<file path="config.mk">
export PLATFORM = sky130hd
export DESIGN_NAME = instr_encoder_flat
export DESIGN_NICKNAME = d
export VERILOG_FILES = /design/src/rtl/instr_encoder_if.sv /design/src/rtl/instr_encoder.sv /design/src/flat_wrapper.sv
export SDC_FILE = /design/constraint.sdc
export NUM_CORES = 1
export LEC_CHECK = 0
export BUFFER_PORTS_ARGS = -buffer_cell sky130_fd_sc_hd__buf_2
export CELL_PAD_IN_SITES_DETAIL_PLACEMENT = 2
export CELL_PAD_IN_SITES_GLOBAL_PLACEMENT = 2
export CORE_MARGIN = 2
export CORE_UTILIZATION = 26
export CTS_BUF_LIST = sky130_fd_sc_hd__clkbuf_8
export DETAILED_ROUTE_END_ITERATION = 10
export PLACE_DENSITY = 0.75
export SYNTH_ARGS = -nofsm -noshare
export SYNTH_HDL_FRONTEND = slang
export SYNTH_SLANG_ARGS = --single-unit
</file>
<file path="constraint.sdc">
create_clock -name clk -period 2 [get_ports clk]
set_input_delay 0.4 -clock clk [delete_from_list [all_inputs] [get_ports clk]]
set_output_delay 0.4 -clock clk [all_outputs]
set_load 0.01 [all_outputs]
</file>
<file path="src/rtl/instr_encoder_if.sv">
// Request and instruction-memory write bus for instr_encoder.
// slave is the encoder's view; master is the requester/memory side.
interface instr_encoder_if #(
  parameter int unsigned ADDR_W = 8
);
  logic              Clear;
  logic              InValid;
  logic              InReady;
  logic [1:0]        Kind;
  logic [2:0]        AluSel;
  logic [4:0]        Rd;
  logic [4:0]        Rs1;
  logic [4:0]        Rs2;
  logic [12:0]       Imm;
  logic              WrValid;
  logic              WrReady;
  logic [ADDR_W-1:0] WrAddr;
  logic [31:0]       WrData;
  logic [ADDR_W:0]   Count;
  logic              Full;
  logic              Err;

  modport slave (
    input  Clear, InValid, Kind, AluSel, Rd, Rs1, Rs2, Imm, WrReady,
    output InReady, WrValid, WrAddr, WrData, Count, Full, Err
  );

  modport master (
    output Clear, InValid, Kind, AluSel, Rd, Rs1, Rs2, Imm, WrReady,
    input  InReady, WrValid, WrAddr, WrData, Count, Full, Err
  );
endinterface

</file>
<file path="src/rtl/instr_encoder.sv">
// Encodes LW/SW/R-type/BEQ requests into RV32I words and writes them sequentially
// through a one-entry output stage. Optional immediate checks: INSTR_ENC_RANGE_CHECK_EN.
module instr_encoder #(
  parameter int unsigned ADDR_W = 8
) (
  input logic           clk,
  input logic           rst,
  instr_encoder_if.slave bus
);
  localparam int unsigned CNT_W = ADDR_W + 1;
  localparam logic [CNT_W-1:0] CAP = CNT_W'(1) << ADDR_W;

  localparam logic [1:0] K_LW  = 2'b00;
  localparam logic [1:0] K_SW  = 2'b01;
  localparam logic [1:0] K_R   = 2'b10;
  localparam logic [1:0] K_BEQ = 2'b11;

  typedef enum logic [1:0] {S_EMPTY, S_PENDING, S_FULL} state_e;

  state_e           state_q;
  logic [31:0]      data_q;
  logic [CNT_W-1:0] count_q;
  logic             err_q;

  logic [31:0] word_d;
  logic [6:0]  funct7;
  logic [2:0]  funct3;
  logic        alu_ok;
  logic        imm_ok;
  logic        legal;
  logic        in_ready;
  logic        accept;
  logic        wr_hs;
  logic        last_hs;
  logic        unused_imm0;

  // R-type function fields; unlisted AluSel codes are illegal
  always_comb begin
    funct7 = 7'b0000000;
    funct3 = 3'b000;
    alu_ok = 1'b1;
    case (bus.AluSel)
      3'b000:  funct3 = 3'b000;
      3'b001:  begin funct7 = 7'b0100000; funct3 = 3'b000; end
      3'b010:  funct3 = 3'b111;
      3'b011:  funct3 = 3'b110;
      3'b101:  funct3 = 3'b010;
      default: alu_ok = 1'b0;
    endcase
  end

  always_comb begin
    word_d = 32'h0;
    case (bus.Kind)
      K_LW:  word_d = {bus.Imm[11:0], bus.Rs1, 3'b010, bus.Rd, 7'b0000011};
      K_SW:  word_d = {bus.Imm[11:5], bus.Rs2, bus.Rs1, 3'b010, bus.Imm[4:0], 7'b0100011};
      K_R:   word_d = {funct7, bus.Rs2, bus.Rs1, funct3, bus.Rd, 7'b0110011};
      K_BEQ: word_d = {bus.Imm[12], bus.Imm[10:5], bus.Rs2, bus.Rs1, 3'b000,
                       bus.Imm[4:1], bus.Imm[11], 7'b1100011};
      default: word_d = 32'h0;
    endcase
  end

`ifdef INSTR_ENC_RANGE_CHECK_EN
  // Reject immediates that do not fit the encoded field
  always_comb begin
    imm_ok = 1'b1;
    case (bus.Kind)
      K_LW, K_SW: imm_ok = (bus.Imm[12] == bus.Imm[11]);
      K_BEQ:      imm_ok = !bus.Imm[0];
      default:    imm_ok = 1'b1;
    endcase
  end
`else
  assign imm_ok = 1'b1;
`endif

  assign unused_imm0 = bus.Imm[0];

  assign legal    = imm_ok & ((bus.Kind != K_R) | alu_ok);
  assign in_ready = !rst & (state_q != S_FULL) & ((state_q != S_PENDING) | bus.WrReady);
  assign accept   = bus.InValid & in_ready;
  assign wr_hs    = (state_q == S_PENDING) & bus.WrReady;
  assign last_hs  = wr_hs & (count_q == CAP - CNT_W'(1));

  // Output stage: Clear outranks both the write handshake and a new request
  always_ff @(posedge clk or posedge rst) begin
    if (rst) begin
      state_q <= S_EMPTY;
      data_q  <= 32'h0;
      count_q <= '0;
      err_q   <= 1'b0;
    end else if (bus.Clear) begin
      state_q <= S_EMPTY;
      data_q  <= 32'h0;
      count_q <= '0;
      err_q   <= 1'b0;
    end else begin
      if (wr_hs) begin
        count_q <= count_q + CNT_W'(1);
      end
      if (accept && !legal) begin
        err_q <= 1'b1;
      end
      if (last_hs) begin
        state_q <= S_FULL;
      end else if (accept && legal) begin
        state_q <= S_PENDING;
        data_q  <= word_d;
      end else if (wr_hs) begin
        state_q <= S_EMPTY;
      end
    end
  end

  assign bus.InReady = in_ready;
  assign bus.WrValid = (state_q == S_PENDING);
  assign bus.Full    = (state_q == S_FULL);
  assign bus.WrData  = data_q;
  assign bus.WrAddr  = count_q[ADDR_W-1:0];
  assign bus.Count   = count_q;
  assign bus.Err     = err_q;
endmodule

</file>
<file path="src/flat_wrapper.sv">
// flat-port wrapper written by rule: the top's interface ports become plain ports
module instr_encoder_flat 
#(
  parameter int unsigned ADDR_W = 8
)
  (clk, rst, bus_Clear, bus_InValid, bus_Kind, bus_AluSel, bus_Rd, bus_Rs1, bus_Rs2, bus_Imm, bus_WrReady, bus_InReady, bus_WrValid, bus_WrAddr, bus_WrData, bus_Count, bus_Full, bus_Err);
  instr_encoder_if #(.ADDR_W(ADDR_W)) bus_i ();
  input logic clk;
  input logic rst;
  input wire logic [$bits(bus_i.Clear)-1:0] bus_Clear;
  input wire logic [$bits(bus_i.InValid)-1:0] bus_InValid;
  input wire logic [$bits(bus_i.Kind)-1:0] bus_Kind;
  input wire logic [$bits(bus_i.AluSel)-1:0] bus_AluSel;
  input wire logic [$bits(bus_i.Rd)-1:0] bus_Rd;
  input wire logic [$bits(bus_i.Rs1)-1:0] bus_Rs1;
  input wire logic [$bits(bus_i.Rs2)-1:0] bus_Rs2;
  input wire logic [$bits(bus_i.Imm)-1:0] bus_Imm;
  input wire logic [$bits(bus_i.WrReady)-1:0] bus_WrReady;
  output wire logic [$bits(bus_i.InReady)-1:0] bus_InReady;
  output wire logic [$bits(bus_i.WrValid)-1:0] bus_WrValid;
  output wire logic [$bits(bus_i.WrAddr)-1:0] bus_WrAddr;
  output wire logic [$bits(bus_i.WrData)-1:0] bus_WrData;
  output wire logic [$bits(bus_i.Count)-1:0] bus_Count;
  output wire logic [$bits(bus_i.Full)-1:0] bus_Full;
  output wire logic [$bits(bus_i.Err)-1:0] bus_Err;
  assign bus_i.Clear = bus_Clear;
  assign bus_i.InValid = bus_InValid;
  assign bus_i.Kind = bus_Kind;
  assign bus_i.AluSel = bus_AluSel;
  assign bus_i.Rd = bus_Rd;
  assign bus_i.Rs1 = bus_Rs1;
  assign bus_i.Rs2 = bus_Rs2;
  assign bus_i.Imm = bus_Imm;
  assign bus_i.WrReady = bus_WrReady;
  assign bus_InReady = bus_i.InReady;
  assign bus_WrValid = bus_i.WrValid;
  assign bus_WrAddr = bus_i.WrAddr;
  assign bus_WrData = bus_i.WrData;
  assign bus_Count = bus_i.Count;
  assign bus_Full = bus_i.Full;
  assign bus_Err = bus_i.Err;
  instr_encoder #(.ADDR_W(ADDR_W)) u_core (.clk(clk), .rst(rst), .bus(bus_i));
endmodule
</file>
==> results of run 1 <==
==> metal layers <==
| metal | part of all wire [%] | wire, um |
|---|---|---|
| met4 | 0.75 | 56 |
| met5 | 0 | 0 |
| met2 | 51 | 3790 |
| met3 | 5.9 | 439 |
| met1 | 43 | 3200 |
==> where the power goes <==
part / internal, W / switching [W] / leakage, nW
clock network: 0.000496 / 0.000311 / 0.0681
logic: 0.000126 / 0.000180 / 0.820
registers: 0.000863 / 0.0000244 / 0.559
total: 0.00149 / 0.000516 / 1.45
==> cells in the final DEF, fill, tap and decap left out, drive strengths merged, types with 4 or more instances in the layout <==
cell type / count
o31ai: 11
a211oi: 6
a31oi: 13
dfrtp: 41
mux2i: 9
nor2b: 4
a311oi: 8
o21ai: 7
a21oi: 17
nand4: 14
nand2: 13
nor2: 13
and3: 4
buf: 105
nand3: 7
clkbuf: 5
nand2b: 7
==> cell families (layout without fill, tap and decap cells) <==
| family | Yosys count | in the layout | share of synthesized area (%) |
|---|---|---|---|
| and+or+nand+nor | 73 | 73 | 18.6 |
| AOI/OAI and AO/OA | 63 | 63 | 18.1 |
| DFF | 41 | 41 | 45.5 |
| buffers and inverters | 35 | 117 | 9.71 |
| muxes | 10 | 10 | 4.50 |
| xor gates and xnor gates | 6 | 6 | 2.33 |
| adders and majority gates | 2 | 2 | 1.11 |
| other | 1 | 2 | 0.166 |
==> area by class of cell <==
class | instances | area [um^2]
multi-input combinational | 156 | 1010
timing repair buffer | 105 | 581
clock buffer | 5 | 68.8
fill | 941 | 5400
tap | 105 | 131
inverter | 4 | 18.8
clock inverter | 3 | 65.1
sequential | 41 | 1030
==> worst max-delay path by stage <==
stage               cells after the start                       startpoint  slack, ns                                end
global placement                        8  u_core.bus.Count[0]$_DFFE_PP0P_       0.24   u_core.bus.WrData[6]$_DFFE_PP0P_
detailed placement                      8  u_core.bus.Count[0]$_DFFE_PP0P_       0.16   u_core.bus.WrData[6]$_DFFE_PP0P_
floorplan                               8  u_core.bus.Count[0]$_DFFE_PP0P_       0.21   u_core.bus.WrData[6]$_DFFE_PP0P_
finish                                  3    u_core.state_q[1]$_DFFE_PP0P_       0.11                        bus_InReady
CTS                                     3    u_core.state_q[1]$_DFFE_PP0P_        0.1                        bus_InReady
global route                            8  u_core.bus.Count[0]$_DFFE_PP0P_       0.02  u_core.bus.WrData[23]$_DFFE_PP0P_
==> worst reg2reg max path, stage by stage (launching register included) <==
cell and delay, ns:
dfrtp_1 0.39, ha_1 0.25, nand3_1 0.10, nor2_1 0.04
ha_1 0.21, and2_4 0.20, nor3_4 0.17, buf_12 0.17
mux2i_1 0.20
==> flip-flops by register name, summed over array words and instances, names as in the netlist <==
register           flops
u_core.bus.Count       9
u_core.bus.Err         1
u_core.bus.WrData     29
u_core.state_q         2
==> stage by stage <==
| stage | util, % | power [W] | worst slack, ns |
|---|---|---|---|
| after floorplan | - | 0.00108 | 0.209 |
| after global placement | 33.4 | 0.00120 | 0.244 |
| after detailed placement | 33.4 | 0.00121 | 0.162 |
| after CTS | 35.0 | 0.00203 | 0.0993 |
| after global routing | 35.0 | 0.00209 | 0.0218 |
| final | 35.0 | 0.00200 | 0.114 |
==> metrics.txt, run 1 <==
CP top delay family simple AND/OR/NAND/NOR gates; slowest stage delay, CP 0.43 ns; library cells used by synthesis 38; gr usage total 16.7%; Max clock buf depth 2; vias in the first global route 2,385; ys async rst share 100%; largest net degree at the start of global routing 42; Hold WC Path Type input port to async pin; Tcrit/Tclk final 94.3%; met3 Usage GRT 4.03%; Avg Cell Area, Syn 9.76 um^2; met2 GRT Util 28.0%; CP Class flop to primary output; VDD IR max 0.250 mV; ratio of cells with drive above 1 in the final layout 37.9%; Synth Cell Area 2250 um^2; ANT nets after route 0; R2R depth 8; Post-synth EDFFs 0; top-count cell post-synth dfrtp_1; Worst setup EP type primary output; Overflow after GRT 0; # placed instances 411; register area share after synthesis 45.5%; post-synth top area cell dfrtp_1; drt drc 0; outcome completed; synth warn 0; DR vias 2,174; Setup crit start kind flop; RSZ-0062 raised after global routing no; post-CTS resize count 0; Final Skew 0.00576 ns; row count 33; critical-path cell list or3b_1 > and3_1 > buf_2; Cell Area, Placed 2770 um^2; final WL 7.49 mm; first drt pass iteration count 4; FF-to-FF Start u_core.bus.Count[0]$_DFFE_PP0P_; nets 353; Ports 91; minimum clock period 1.89 ns; Synth Flop Type dfrtp_1; FMAX 0.530 GHz; first-pass GRT wire length 12.7 mm; setup TNS 0 ns; Clock transition at path regs 0.08 ns; hold slack 0.264 ns; maxcap violations 0; Final setup viols 0; count of state elements after synthesis 41; slew of the pin with the lowest slew margin 0.540 ns; Area growth, synth to finish 28.8%; CTS Hold Bufs 0; most instantiated cells after synthesis 41 x dfrtp_1, 17 x a21oi_1, 14 x nand4_1; met1 usage 21.8%; Routability Congestion 0.757; TritonCTS Buffers 5; CTS tree built; CP Max Fanout 6; PwrDens 689 nW/um^2; P_leak 1.45 nW; n_diodes 0; WL/cell 17.9 um; Detailed Place HPWL 5.44 mm; top-area cell type share of the netlist area 45.5%; initial antenna violation count 0; Rel. slew slack 64.0%; Worst EP arrival 1.49 ns; Final Cell Area 2900 um^2; worst reg-to-reg setup slack 0.19 ns; Die H 97.1 um; Slew Limit Fails 0; grt peak-use layer met2; Worst EP required 1.60 ns; Vias/cell 5.19; Post-Layout Cell Count 419; CP max stage cell dfrtp_1; I/O Buffers 88; clock latency on the worst-skew pair 0.31 ns; die area 9430 um^2; Hold Fails Final Rpt 0; Mapped Cells 231; Synth area leaders dfrtp_1 46%, buf_4 4.3%, mux2i_1 4.0%; Die X 97.1 um; 1st-iter DRT viols 47; reg2reg end u_core.bus.WrData[6]$_DFFE_PP0P_; core area 8300 um^2; worst path bufs/invs 1; Max H-tree Level 2; postcts setup bufs 0; initial core utilization 27.2%; CTS Sinks 41; Clock Tree Root clkbuf_8
Note: power is estimated with default switching activity, not from simulation.
==> run 2, diff against run 1 <==
PLACE_DENSITY = 0.87   (was 0.75)
==> metrics.txt, run 2 (same netlist as run 1, synthesis figures left out) <==
n_diodes 0 (unchanged); CTS Hold Bufs 0 (unchanged); CTS Sinks 41 (unchanged); Slew Limit Fails 0 (unchanged); Clock Tree Root clkbuf_8; I/O Buffers 88 (unchanged); 1st-iter DRT viols 42 (-11%); Routability Congestion 0.830 (+9.7%); CP Class flop to flop; Tcrit/Tclk final 94.0% (-0.30 points); slew of the pin with the lowest slew margin 0.550 ns (+0.0102 ns); gr usage total 17.2% (+0.50 points); Vias/cell 5.10 (-1.7%); final WL 7.78 mm (+3.9%); most frequent cells in the layout 88 x buf_2, 41 x dfrtp_1, 17 x a21oi_1; WP depth 8 (+5); Max H-tree Level 2 (unchanged); initial antenna violation count 0 (unchanged); VDD IR max 0.245 mV (-2.1%); Clock transition at path regs 0.09 ns (about the same); largest net degree at the start of global routing 42 (unchanged); CP Max Fanout 11 (+5); Overflow after GRT 0 (unchanged); core area 8300 um^2 (unchanged); Setup crit start kind flop; R2R depth 8 (unchanged); maxcap violations 0 (unchanged); nets 352 (-0.28%); Rel. slew slack 63.3% (-0.68 points); FMAX 0.532 GHz (+0.32%); Ports 91 (unchanged); clock latency on the worst-skew pair 0.29 ns (-0.02 ns); Final setup viols 0 (unchanged); Worst EP arrival 2.05 ns (+0.56 ns); worst reg-to-reg setup slack 0.12 ns (-0.07 ns); slowest stage delay, CP 0.43 ns (about the same); Worst setup EP type flop; worst slack at placement 0.0836 ns (-0.0787 ns); PnR worst setup slack 0.120 ns (+0.00605 ns); DR vias 2,131 (-2.0%); Max clock buf depth 2 (unchanged); Die H 97.1 um (unchanged); setup TNS 0 ns (unchanged); outcome completed; initial core utilization 27.2% (unchanged); CP top delay family flip-flops; Die X 97.1 um (unchanged); ratio of cells with drive above 1 in the final layout 38.7% (+0.76 points); Worst EP required 2.17 ns (+0.57 ns); worst path bufs/invs 1 (unchanged); row count 33 (unchanged); Detailed Place HPWL 5.77 mm (+6.1%); first drt pass iteration count 6 (+2); CP max stage cell dfrtp_1; M1 WL 3.29 mm (+2.9%); PwrDens 658 nW/um^2 (-4.6%); vias in the first global route 2,469 (+3.5%); WL/cell 18.6 um (+4.1%); Hold WC Path Type input port to async pin; ANT nets after route 0 (unchanged); first-pass GRT wire length 13.2 mm (+3.8%); max FFs per register 29 (unchanged); Area growth, synth to finish 28.5%; TritonCTS Buffers 5 (unchanged); Filler Cell Count 959 (+1.9%); most common cell after layout, fill and taps aside buf_2; crit path launch u_core.bus.Count[1]$_DFFE_PP0P_; minimum clock period 1.88 ns (-0.00605 ns); FF-to-FF Start u_core.bus.Count[1]$_DFFE_PP0P_; drt drc 0 (unchanged); critical-path cell list ha_2 > nand3_1 > nor2_2 > ha_1 > and2_4 > buf_4 > o31ai_1 > a21oi_1; met3 WL 401 um (-8.7%); die area 9430 um^2 (unchanged); P_leak 1.43 nW (-1.2%); critical path endpoint u_core.bus.WrData[25]$_DFFE_PP0P_; Final Skew 0.0103 ns (+0.00458 ns); met2 wire length 4.04 mm (+6.5%); top routing layer in use met4; CTS tree built; reg2reg end u_core.bus.WrData[25]$_DFFE_PP0P_; Hold Fails Final Rpt 0 (unchanged); RSZ-0062 raised after global routing no
[run 2: worst min-delay path by stage]
stage                                from  slack (ns)                           endpoint  depth (start not counted)
6_report                              rst        0.28    u_core.bus.Count[3]$_DFFE_PP0P_                          3
2_1_floorplan                         rst        0.39    u_core.bus.Count[0]$_DFFE_PP0P_                          1
4_1_cts                               rst        0.30    u_core.bus.Count[8]$_DFFE_PP0P_                          3
3_3_place_gp   u_core.bus.Err$_DFFE_PP0P_        0.48         u_core.bus.Err$_DFFE_PP0P_                          2
3_5_place_dp   u_core.bus.Err$_DFFE_PP0P_        0.52         u_core.bus.Err$_DFFE_PP0P_                          2
5_1_grt                               rst        0.33  u_core.bus.WrData[12]$_DFFE_PP0P_                          3
[run 2: final cells by class]
class	count	area (um^2)	share of cell area [%]
multi-input combinational	156	1020	35.4
inverter	4	18.8	0.648
clock inverter	2	37.5	1.30
clock buffer	6	82.6	2.85
sequential	41	1030	35.4
tap	105	131	4.53
timing repair buffer	104	577	19.9
[run 2: stage by stage]
stage | area (um^2) | utilization (%) | total power, W | hold slack, ns | std cells
after detailed placement | 2760 | 33.2 | 0.00122 | 0.525 | 409
final | 2900 | 34.9 | 0.00191 | 0.278 | 418
after CTS | 2890 | 34.8 | 0.00193 | 0.304 | 418
after global placement | 2760 | 33.2 | 0.00120 | 0.482 | 409
after global routing | 2900 | 34.9 | 0.00200 | 0.335 | 418
after floorplan | 2260 | - | 0.00108 | 0.388 | 232
[run 2: layer usage]
layer / up-vias / GRT usage [%]
met3: 5 / 3.45
li1: 995 / -
met2: 70 / 31.4
met1: 1061 / 21.5
met5: - / 0
met4: 0 / 2.28
[run 2: what timing repair did]
| action | in CTS | in global routing |
|---|---|---|
| setup endpoints to repair | 4 | 8 |
| gates resized for setup | 1 | 3 |
| pin swaps | 0 | 0 |
| setup buffers | 1 | 0 |
[run 2: report_power, final]
group	switching [W]	internal, W
Combinational	0.000186	0.000128
Clock	0.000302	0.000406
Sequential	0.0000223	0.000863
Total	0.000509	0.00140
[run 2: worst register-to-register path, stage by stage (launching register included)]
cell and delay, ns:
dfrtp_1 0.43, ha_2 0.22, nand3_1 0.13, nor2_2 0.06, ha_1 0.20, and2_4 0.16
buf_4 0.17, o31ai_1 0.28, a21oi_1 0.11
